$ cat src/rtl/multi_pulse_sync_rx_pkg.sv
// Shared types and helpers for the multi-channel toggle event receiver.
// Pure declarations: no logic, no latency, no flow control.
package pulse_sync_pkg;

  typedef enum logic {ST_IDLE, ST_OFFER} rx_state_t;

  localparam int SYNC_STAGES_MIN = 2;

  // Round-robin pointer advance with wrap back to channel 0.
  function automatic int rr_next(input int cur, input int num_ch);
    return (cur >= num_ch - 1) ? 0 : cur + 1;
  endfunction

endpackage

$ cat src/rtl/multi_pulse_sync_rx_sync_cell.sv
// One-channel toggle synchronizer with history flop and edge detect.
// edge_o valid SYNC_STAGES cycles after sampling; pulse_o one cycle later; no backpressure.
module toggle_sync_cell
  import pulse_sync_pkg::*;
#(
  parameter int SYNC_STAGES = 2
) (
  input  logic clk_i,
  input  logic rstn_i,
  input  logic tgl_i,
  output logic edge_o,
  output logic pulse_o
);

  if (SYNC_STAGES < SYNC_STAGES_MIN) begin : g_bad_stages
    $error("toggle_sync_cell: SYNC_STAGES must be >= %0d", SYNC_STAGES_MIN);
  end

  logic [SYNC_STAGES-1:0] sync_q;
  logic                   hist_q;
  logic                   pulse_q;

  assign edge_o  = sync_q[SYNC_STAGES-1] ^ hist_q;
  assign pulse_o = pulse_q;

  always_ff @(posedge clk_i or negedge rstn_i) begin
    if (!rstn_i) begin
      sync_q  <= '0;
      hist_q  <= 1'b0;
      pulse_q <= 1'b0;
    end else begin
      sync_q  <= {sync_q[SYNC_STAGES-2:0], tgl_i};
      hist_q  <= sync_q[SYNC_STAGES-1];
      pulse_q <= edge_o;
    end
  end

endmodule

$ cat src/rtl/multi_pulse_sync_rx.sv
// Multi-channel toggle receiver: per-channel pending counters, round-robin valid/ready event port.
// Event offered SYNC_STAGES+2 cycles after sampling; offer held until ready; overflow flag under PULSE_SYNC_OVF_EN.
module multi_pulse_sync_rx
  import pulse_sync_pkg::*;
#(
  parameter int NUM_CH      = 4,
  parameter int SYNC_STAGES = 2,
  parameter int CNT_W       = 4,
  localparam int CH_W       = (NUM_CH > 1) ? $clog2(NUM_CH) : 1
) (
  input  logic              clk_i,
  input  logic              rstn_i,
  input  logic [NUM_CH-1:0] tgl_i,
  output logic [NUM_CH-1:0] pulse_o,
  output logic [NUM_CH-1:0] pend_o,
  output logic              ev_valid_o,
  output logic [CH_W-1:0]   ev_ch_o,
  input  logic              ev_ready_i,
  output logic [NUM_CH-1:0] ovf_o,
  input  logic [NUM_CH-1:0] ovf_clr_i
);

  localparam logic [CNT_W-1:0] CNT_MAX = '1;

  logic [NUM_CH-1:0] edge_w;
  logic [CNT_W-1:0]  cnt_q [NUM_CH];
  logic [NUM_CH-1:0] dec_w;
  logic [NUM_CH-1:0] sat_w;

  rx_state_t       state_q, state_d;
  logic [CH_W-1:0] ev_ch_q, rr_q, pick;
  logic            pick_vld, load, accept;

  for (genvar c = 0; c < NUM_CH; c++) begin : g_ch
    toggle_sync_cell #(.SYNC_STAGES(SYNC_STAGES)) u_cell (
      .clk_i  (clk_i),
      .rstn_i (rstn_i),
      .tgl_i  (tgl_i[c]),
      .edge_o (edge_w[c]),
      .pulse_o(pulse_o[c])
    );
    assign pend_o[c] = (cnt_q[c] != '0);
  end

  // Scan downwards so the smallest offset from rr_q wins.
  always_comb begin
    int idx;
    idx      = 0;
    pick     = '0;
    pick_vld = 1'b0;
    for (int off = NUM_CH - 1; off >= 0; off--) begin
      idx = int'(rr_q) + off;
      if (idx >= NUM_CH) idx = idx - NUM_CH;
      if (pend_o[idx]) begin
        pick     = CH_W'(idx);
        pick_vld = 1'b1;
      end
    end
  end

  always_comb begin
    state_d    = state_q;
    load       = 1'b0;
    accept     = 1'b0;
    ev_valid_o = 1'b0;
    case (state_q)
      ST_IDLE: begin
        if (pick_vld) begin
          load    = 1'b1;
          state_d = ST_OFFER;
        end
      end
      ST_OFFER: begin
        ev_valid_o = 1'b1;
        if (ev_ready_i) begin
          accept  = 1'b1;
          state_d = ST_IDLE;
        end
      end
      default: state_d = ST_IDLE;
    endcase
  end

  assign ev_ch_o = ev_ch_q;

  always_ff @(posedge clk_i or negedge rstn_i) begin
    if (!rstn_i) begin
      state_q <= ST_IDLE;
      ev_ch_q <= '0;
      rr_q    <= '0;
    end else begin
      state_q <= state_d;
      if (load)   ev_ch_q <= pick;
      if (accept) rr_q    <= CH_W'(rr_next(int'(ev_ch_q), NUM_CH));
    end
  end

  // An edge arriving at a full counter with no accept is dropped (saturation).
  always_comb begin
    for (int c = 0; c < NUM_CH; c++) begin
      dec_w[c] = accept && (ev_ch_q == CH_W'(c));
      sat_w[c] = edge_w[c] && !dec_w[c] && (cnt_q[c] == CNT_MAX);
    end
  end

  always_ff @(posedge clk_i or negedge rstn_i) begin
    if (!rstn_i) begin
      for (int c = 0; c < NUM_CH; c++) cnt_q[c] <= '0;
    end else begin
      for (int c = 0; c < NUM_CH; c++) begin
        if (edge_w[c] && !dec_w[c] && !sat_w[c]) cnt_q[c] <= cnt_q[c] + 1'b1;
        else if (!edge_w[c] && dec_w[c])         cnt_q[c] <= cnt_q[c] - 1'b1;
      end
    end
  end

`ifdef PULSE_SYNC_OVF_EN
  logic [NUM_CH-1:0] ovf_q;

  always_ff @(posedge clk_i or negedge rstn_i) begin
    if (!rstn_i) ovf_q <= '0;
    else         ovf_q <= sat_w | (ovf_q & ~ovf_clr_i);
  end

  assign ovf_o = ovf_q;
`else
  logic unused_ovf_clr;
  assign unused_ovf_clr = ^ovf_clr_i;
  assign ovf_o          = '0;
`endif

endmodule

$ cat config.mk
export PLATFORM = sky130hd
export DESIGN_NAME = multi_pulse_sync_rx
export DESIGN_NICKNAME = d
export VERILOG_FILES = /design/src/rtl/multi_pulse_sync_rx_pkg.sv /design/src/rtl/multi_pulse_sync_rx_sync_cell.sv /design/src/rtl/multi_pulse_sync_rx.sv
export SDC_FILE = /design/constraint.sdc
export NUM_CORES = 1
export LEC_CHECK = 0
export CORE_ASPECT_RATIO = 1.5
export CORE_MARGIN = 1.5
export CORE_UTILIZATION = 30
export CTS_CLUSTER_SIZE = 28
export DETAILED_ROUTE_END_ITERATION = 16
export PLACE_DENSITY = 0.61
export SLEW_MARGIN = 20
export SYNTH_ARGS = -nofsm -noshare
export SYNTH_HDL_FRONTEND = slang
export SYNTH_SLANG_ARGS = --single-unit
export TNS_END_PERCENT = 10
$ cat constraint.sdc
create_clock -name clk_i -period 2.43 [get_ports clk_i]
set_input_delay 0.729 -clock clk_i [delete_from_list [all_inputs] [get_ports clk_i]]
set_output_delay 0.729 -clock clk_i [all_outputs]
set_load 0.02 [all_outputs]
# ---- Word-level counts from Yosys, hierarchy flattened
# Index checks and enable logic that the tools add are counted.
# W data, S select, Z words.
dict set report op_classes {
  bitwise 5
  n_reduce_logical 41
  n_eq_ne 7
  addsub 16
  muxes 40
  magnitude_cmp 9
}
# op n
set op_table {}
lappend op_table {{$lt A32 B4 Y1 const B} 4}
lappend op_table {{$mux W32} 4}
lappend op_table {{$mux W4} 8}
lappend op_table {{$logic_and A1 B1 Y1} 20}
lappend op_table {{$mux W1} 18}
lappend op_table {{$add A4 B1 Y4 const B} 4}
lappend op_table {{$eq A4 B4 Y1 const B} 4}
lappend op_table {{$reduce_bool A4 Y1} 4}
lappend op_table {{$sub A4 B1 Y4 const B} 4}
lappend op_table {{$logic_not A1 Y1} 12}
lappend op_table {{$sub A3 B3 Y4 const B} 3}
lappend op_table {{$mux W2} 5}
lappend op_table {{$ge A3 B3 Y1 const B} 3}
lappend op_table {{$bmux W1 S2} 4}
lappend op_table {{$reduce_bool A2 Y1} 4}
lappend op_table {{$add A2 B2 Y3 const B} 2}
lappend op_table {{$eq A2 B2 Y1 const B} 2}
lappend op_table {{$sub A2 B3 Y4 const B} 1}
lappend op_table {{$xor A1 B1 Y1} 4}
lappend op_table {{$add A2 B1 Y3 const B} 1}
lappend op_table {{$ge A2 B3 Y1 const B} 1}
lappend op_table {{$add A2 B1 Y2 const B} 1}
lappend op_table {{$eq A2 B1 Y1 const B} 1}
lappend op_table {{$ge A2 B2 Y1 const B} 1}
lappend op_table {{other kinds (3)} 3}
dict set report totals {
  in_bits 11
  word_cells 137
  register_bits 37
}

# ---- Longest topological paths before layout
dict set report logic_depth {
  ltp_word 12
  ltp_mapped 9
}

# ---- Modules after synthesis
# From an unflattened synthesis, not the netlist that was laid out.
dict set report unflattened {
  hier_cells 152
  area_unflattened_um2 1866.8
}
# module cells_per_inst instances area_each_um2
set modules_own_cells {}
lappend modules_own_cells {multi_pulse_sync_rx 132 1 1431.4}
lappend modules_own_cells {toggle_sync_cell 5 4 108.9}

# ---- Worst setup path before layout
# Ideal clock, no wire load.
dict set report synth_timing {
  path_type {register to register}
  start {register ev_ch_q[0] (netlist: ev_ch_o[0])}
  end {register cnt_q[15] (netlist bit)}
  t_arrival_ns 2.032
  synth_period_minus_slack_ns 2.111
  stages_incl_launch_ff 10
  setup_ns 0.079
  path_buffers 0
  slack_ns 0.319
  cell_sequence {dfrtp_1 > inv_1 > ha_1 > nand3_1 > nand3_1 > ha_1 > a21o_1 > a21oi_1 > mux2i_1 > xor2_1}
}
dict set report synth_between {
  elab_chain_cells 8
  word_cells_on_any_way 10
  cone_classes {mux (1); reduce/logical (9)}
}
# element line
set synth_lines {}
lappend synth_lines {{start: declaration} multi_pulse_sync_rx.sv:31} ;# logic [CH_W-1:0] ev_ch_q, rr_q, pick;
lappend synth_lines {{start signal: assignment} multi_pulse_sync_rx.sv:93} ;# if (load) ev_ch_q <= pick;
lappend synth_lines {{$logic_not A2 Y1 (*)} multi_pulse_sync_rx.sv:101} ;# dec_w[c] = accept && (ev_ch_q == CH_W'(c));
lappend synth_lines {{$logic_and A1 B1 Y1 (*)} multi_pulse_sync_rx.sv:101}
lappend synth_lines {{$logic_not A1 Y1} {multi_pulse_sync_rx.sv:102, multi_pulse_sync_rx.sv:111}}
lappend synth_lines {{$logic_and A1 B1 Y1} {multi_pulse_sync_rx.sv:102, multi_pulse_sync_rx.sv:111}}
lappend synth_lines {{$logic_and A1 B1 Y1} multi_pulse_sync_rx.sv:102} ;# sat_w[c] = edge_w[c] && !dec_w[c] && (cnt_q[c] == CNT_MAX);
lappend synth_lines {{$logic_not A1 Y1} multi_pulse_sync_rx.sv:111} ;# if (edge_w[c] && !dec_w[c] && !sat_w[c]) cnt_q[c] <= cnt_q[c] + 1'b1;
lappend synth_lines {{$logic_and A1 B1 Y1} multi_pulse_sync_rx.sv:111}
lappend synth_lines {{$mux W4 / $reduce_bool A2 Y1 (equally long branches)} n/a}
lappend synth_lines {{end signal: indexed assignment} multi_pulse_sync_rx.sv:111}
lappend synth_lines {{end signal: indexed assignment} multi_pulse_sync_rx.sv:112} ;# else if (!edge_w[c] && dec_w[c]) cnt_q[c] <= cnt_q[c] - 1'b1;
lappend synth_lines {{end: declaration} multi_pulse_sync_rx.sv:26} ;# logic [CNT_W-1:0] cnt_q [NUM_CH];
# Every way passes the cells marked *; elsewhere a longest branch is shown, timed or not.
# A chain may end at the register's enable or synchronous reset.

# ---- Worst setup path in the final report
dict set report layout_timing {
  start {register cnt_q[1] (netlist bit)}
  end {output pend_o[3]}
}
dict set report layout_between {
  elab_chain_cells 1
}
# element line
set layout_lines {}
lappend layout_lines {{$reduce_bool A4 Y1} multi_pulse_sync_rx.sv:42} ;# assign pend_o[c] = (cnt_q[c] != '0);
lappend layout_lines {{end: declaration} multi_pulse_sync_rx.sv:15} ;# output logic [NUM_CH-1:0] pend_o,
# Every way passes these cells.

==> reports/results.txt <==
Hold violation total from the final report: 0. The total routing usage reported by global routing is 10.9%. TritonCTS built the clock tree. Counting distinct cell types in the post-synthesis netlist gives 31.

Cell accounting for the most synthesized area: dfrtp_1. Of the total power, combinational logic draws 41.3%. Cell at the slowest stage of the critical path: dfrtp_1. After technology mapping, the gate count stands at 150. The tools report the net total in the final layout as 208. For this block, the via count after detailed routing is 1211. Startpoint class of the critical path: a register. Counting the fill cells in the layout gives 576. The latest clock arrival within the worst-skew pair was 290 ps; the cell internal power dissipation was 1.76 mW. The hold path startpoint was g_ch[1].u_cell.sync_q[0]. The number of violations reported at the end of detailed-routing iteration 0 is 70.

The number of antenna violations at the first check in global routing was 0. The count of cells along the worst hold path was 0. Clock skew on the completed layout was measured at 6.30 ps. For hold timing, the worst endpoint is g_ch[1].u_cell.sync_q[1].

CTS root buffer: clkbuf_8. The cell area that synthesis handed to floorplanning was 0.00186 mm2. In this run, the clock network consumes 20.0% of the power.

The run gives 0.00587 mm2 as the placeable core region. The count of yosys warnings during synthesis is 0, and the number of optimization iterations in the first detailed-route pass is 4. In the routed design, unresolved DRC markers number 0. By area, the combinational part of the netlist is dominated by adder cells.

Clock net sink count: 37. The signal on the critical path passes through nor4_2 -> buf_4 -> inv_1 -> dlygate4sd2_1. The die width came out at 67.2 um.

The H-tree generated during clock tree synthesis spans 2 levels. After routing the design area is 0.00229 mm2. For the buffer levels on the longest clock path, the log shows 2.

The top cell type's share of synthesized area came out at 49.9%. The final layout contains routed wiring with a total length of 3080 um. For this run, the register share of the synthesized area comes to 49.9%. The total power was 2.76 mW; the quantity of I/O buffers inserted on ports was 17. Number of maximum-capacitance constraint violations: 0. The worst setup path is captured at a primary output.

In this design, the stage delay of the slowest critical-path cell is 450 ps. The congestion estimate from routability-driven global placement came to 0.786. The commonest cells after synthesis are dfrtp_1, xor2_1, ha_1, mux2_2, nand3_1.

The run gives 444 uV as the largest vdd supply drop. Setup violations remaining at the end of the flow were counted as 0. The peak fanout along the critical path works out to 5. The basic-gate share of the synthesized area counting and, or, nand and nor cells is 9.70%, and the count of pins on the block boundary is 26.

The kind of cell with the highest combined delay along the critical path is buffers and inverters. Setup repair after global routing could not meet its margin everywhere. Setup slack on the worst reg-to-reg path comes out at 320 ps. Die span in y: 99.4 um.

Detailed placement finished with a half-perimeter wire length of 2310 um. The compound-gate portion of the synthesized area was 8.02%; the final max-slew violation count was 0. The worst reg-to-reg path cell count works out to 9.

Number of global-route vias before repair: 1224. After clock tree synthesis, the clock-pin slew on the worst setup and hold paths is 80 ps. The share of the clock period used by the worst path after layout works out to 95.0%. After detailed placement, the total cell area comes to 0.00215 mm2. The most frequently used cell type in the post-synthesis netlist was dfrtp_1. Sequential fraction of design power: 38.7%. The path class of the tightest hold or removal check is register to register.

The relative area change from synthesis to final layout was 23.2%; the net switching share of the total power was 36.2%. In this run the power spent charging and discharging nets is 0.999 mW. Startpoint of the worst register-to-register path: ev_ch_o[0].

The detail route stage leaves a number of antenna-violating nets equal to 0. Multiplexer area fraction after synthesis: 7.61%. Once the clock tree was built, the setup fixing pass inserted 0 buffers. The tools report the wire length of the first global-routing pass as 5640 um. The post-synthesis xor/xnor area fraction came out at 7.55%. The primary flip-flop cell chosen by synthesis mapping was dfrtp_1. The adder and majority cell fraction of the synthesized area works out to 12.4%. The routed length per instance works out to 12.1 um. The flow ran to the end, and the final reports show no timing, DRC or antenna violations. After synthesis the netlist holds a flip-flop and latch count of 37. Data on the critical path is required at its endpoint by 1700 ps.

The number of buffers inserted during clock tree synthesis was 5; the final antenna diode count was 0. For this configuration, the core starts out at a cell density of 31.6%. The share of synthesized registers carrying an async set or reset is 100%, and the total number of placement rows is 34.

The cell leakage power was 1.02 nW; the post-detailed-route via-to-cell ratio was 4.77. A synthesized cell averages 12.4 um2. The number of buffer and inverter instances along the worst setup path came out at 3. Data arrives at the worst endpoint at 1580 ps. Counting I/O delays and the setup requirement, the final critical path takes 2310 ps. Total die area: 0.00668 mm2. The worst setup path is of the register to primary output kind. For this run, the top clock speed supported by timing is 433 MHz. The total power divided by cell area works out to 1210 mW/mm2.

After synthesis, the cell types taking the most area are dfrtp_1, ha_1, xor2_1, mux2_2, fa_1. In this run the critical register-to-register path is captured at cnt_q[7]. The fraction of final layout cells with drive strength greater than 1 works out to 21.4%. The total congestion overflow is 0.

Entering global routing, the biggest net connects 38 pins. Number of enable-type register cells in the synthesized netlist: 0.
## placed cells by master, fill, tap and decap left out
| master | netlist | layout |
|---|---|---|
| xor2_1 | 16 | 16 |
| nand4_1 | 5 | 5 |
| nand3_1 | 9 | 9 |
| a31o_1 | 1 | 1 |
| clkbuf_8 | 0 | 6 |
| o41a_1 | 1 | 1 |
| dfrtp_1 | 37 | 37 |
| dlymetal6s2s_1 | 0 | 2 |
| a21oi_1 | 6 | 6 |
| clkdlybuf4s50_1 | 0 | 11 |
| dlygate4sd2_1 | 0 | 3 |
| a221o_1 | 1 | 1 |
| clkinvlp_4 | 0 | 1 |
| a31oi_1 | 1 | 1 |
| nor4_2 | 1 | 3 |
| a21o_1 | 4 | 4 |
| o211ai_1 | 1 | 1 |
| nor2_1 | 1 | 1 |
| mux2_2 | 9 | 9 |
| o22ai_1 | 1 | 1 |
| conb_1 | 1 | 4 |
| nand2_1 | 6 | 6 |
| a41oi_1 | 1 | 1 |
| bufinv_16 | 0 | 1 |
| inv_1 | 6 | 6 |
| ha_1 | 12 | 12 |
| inv_2 | 1 | 1 |
| or2_2 | 4 | 4 |
| buf_2 | 0 | 1 |
| fa_1 | 4 | 4 |
| nor4_4 | 1 | 1 |
| o31ai_1 | 1 | 1 |
| o21a_1 | 1 | 1 |
| mux2i_1 | 4 | 4 |
| buf_4 | 8 | 12 |
| or3_1 | 1 | 1 |
| o21ai_0 | 3 | 3 |
## logic make-up (layout without fill, tap and decap cells)
logic type / count (synthesis) / after routing
DFF: 37 / 37
buffers and inverters: 15 / 44
AOI/OAI and AO/OA: 22 / 22
adders and majority gates: 16 / 16
muxes: 13 / 13
other: 1 / 4
xor gates and xnor gates: 16 / 16
and+or+nand+nor: 30 / 30
## repair_timing
action	CTS	global route
resized for setup	4	3
pin swaps	0	0
endpoints found under the setup margin	4	6
hold buffers	0	0
## how the worst max path moves through the flow
stage	endpoint	cells after the start	slack [ps]	startpoint
global placement	cnt_q[15]	8	-220	ev_ready_i
finish	pend_o[3]	4	120	cnt_q[1]
CTS	pend_o[1]	3	-40	cnt_q[9]
global route	pend_o[3]	4	-20	cnt_q[1]
floorplan	cnt_q[15]	9	320	ev_ch_o[0]
detailed placement	cnt_q[7]	8	-250	ev_ready_i
## power by group through the flow
| stage | clock network, mW | registers (mW) | logic, mW |
|---|---|---|---|
| detailed placement | 0 | 1.07 | 1.16 |
| global placement | 0 | 1.07 | 1.14 |
| CTS | 0.573 | 1.07 | 1.16 |
| floorplan | 0 | 1.06 | 0.802 |
| global route | 0.602 | 1.11 | 1.29 |
| finish | 0.552 | 1.07 | 1.14 |
## flip-flops by register name, indices dropped and copies added (netlist names)
register	count
g_ch.u_cell.sync_q	8
rr_q	2
g_ch.u_cell.pulse_o	4
cnt_q	16
g_ch.u_cell.hist_q	4
ev_ch_o	2
state_q	1
## through the flow
step | utilization [%] | std cells | setup TNS (ps) | hold WS, ps | worst slack (ps)
2_1_floorplan | - | 153 | 0 | 331 | 319
3_3_place_gp | 36.7 | 246 | -1710 | 332 | -224
3_5_place_dp | 36.7 | 246 | -2010 | 337 | -249
4_1_cts | 38.8 | 254 | -40.4 | 354 | -40.4
5_1_grt | 39.0 | 254 | -19.9 | 362 | -19.9
6_report | 39.0 | 254 | 0 | 353 | 121
## area by class of cell
| cell class | count | area [um2] | share of cell area (%) |
|---|---|---|---|
| Clock buffer | 6 | 82.6 | 3.61 |
| Clock inverter | 2 | 37.5 | 1.64 |
| Inverter | 7 | 26.3 | 1.15 |
| Multi-Input combinational cell | 101 | 868 | 38.0 |
| Sequential cell | 37 | 926 | 40.5 |
| Tap cell | 72 | 90.1 | 3.94 |
| Timing Repair Buffer | 29 | 256 | 11.2 |
## metal layers
| metal | part of all wire [%] | track usage, % | wire, um |
|---|---|---|---|
| met1 | 40 | 12.9 | 1230 |
| met4 | 2.0 | 4.87 | 62 |
| met2 | 55 | 18.3 | 1700 |
| met3 | 2.8 | 2.60 | 86 |
| met5 | 0 | 0 | 0 |
Power figures use the tool's default switching activity.
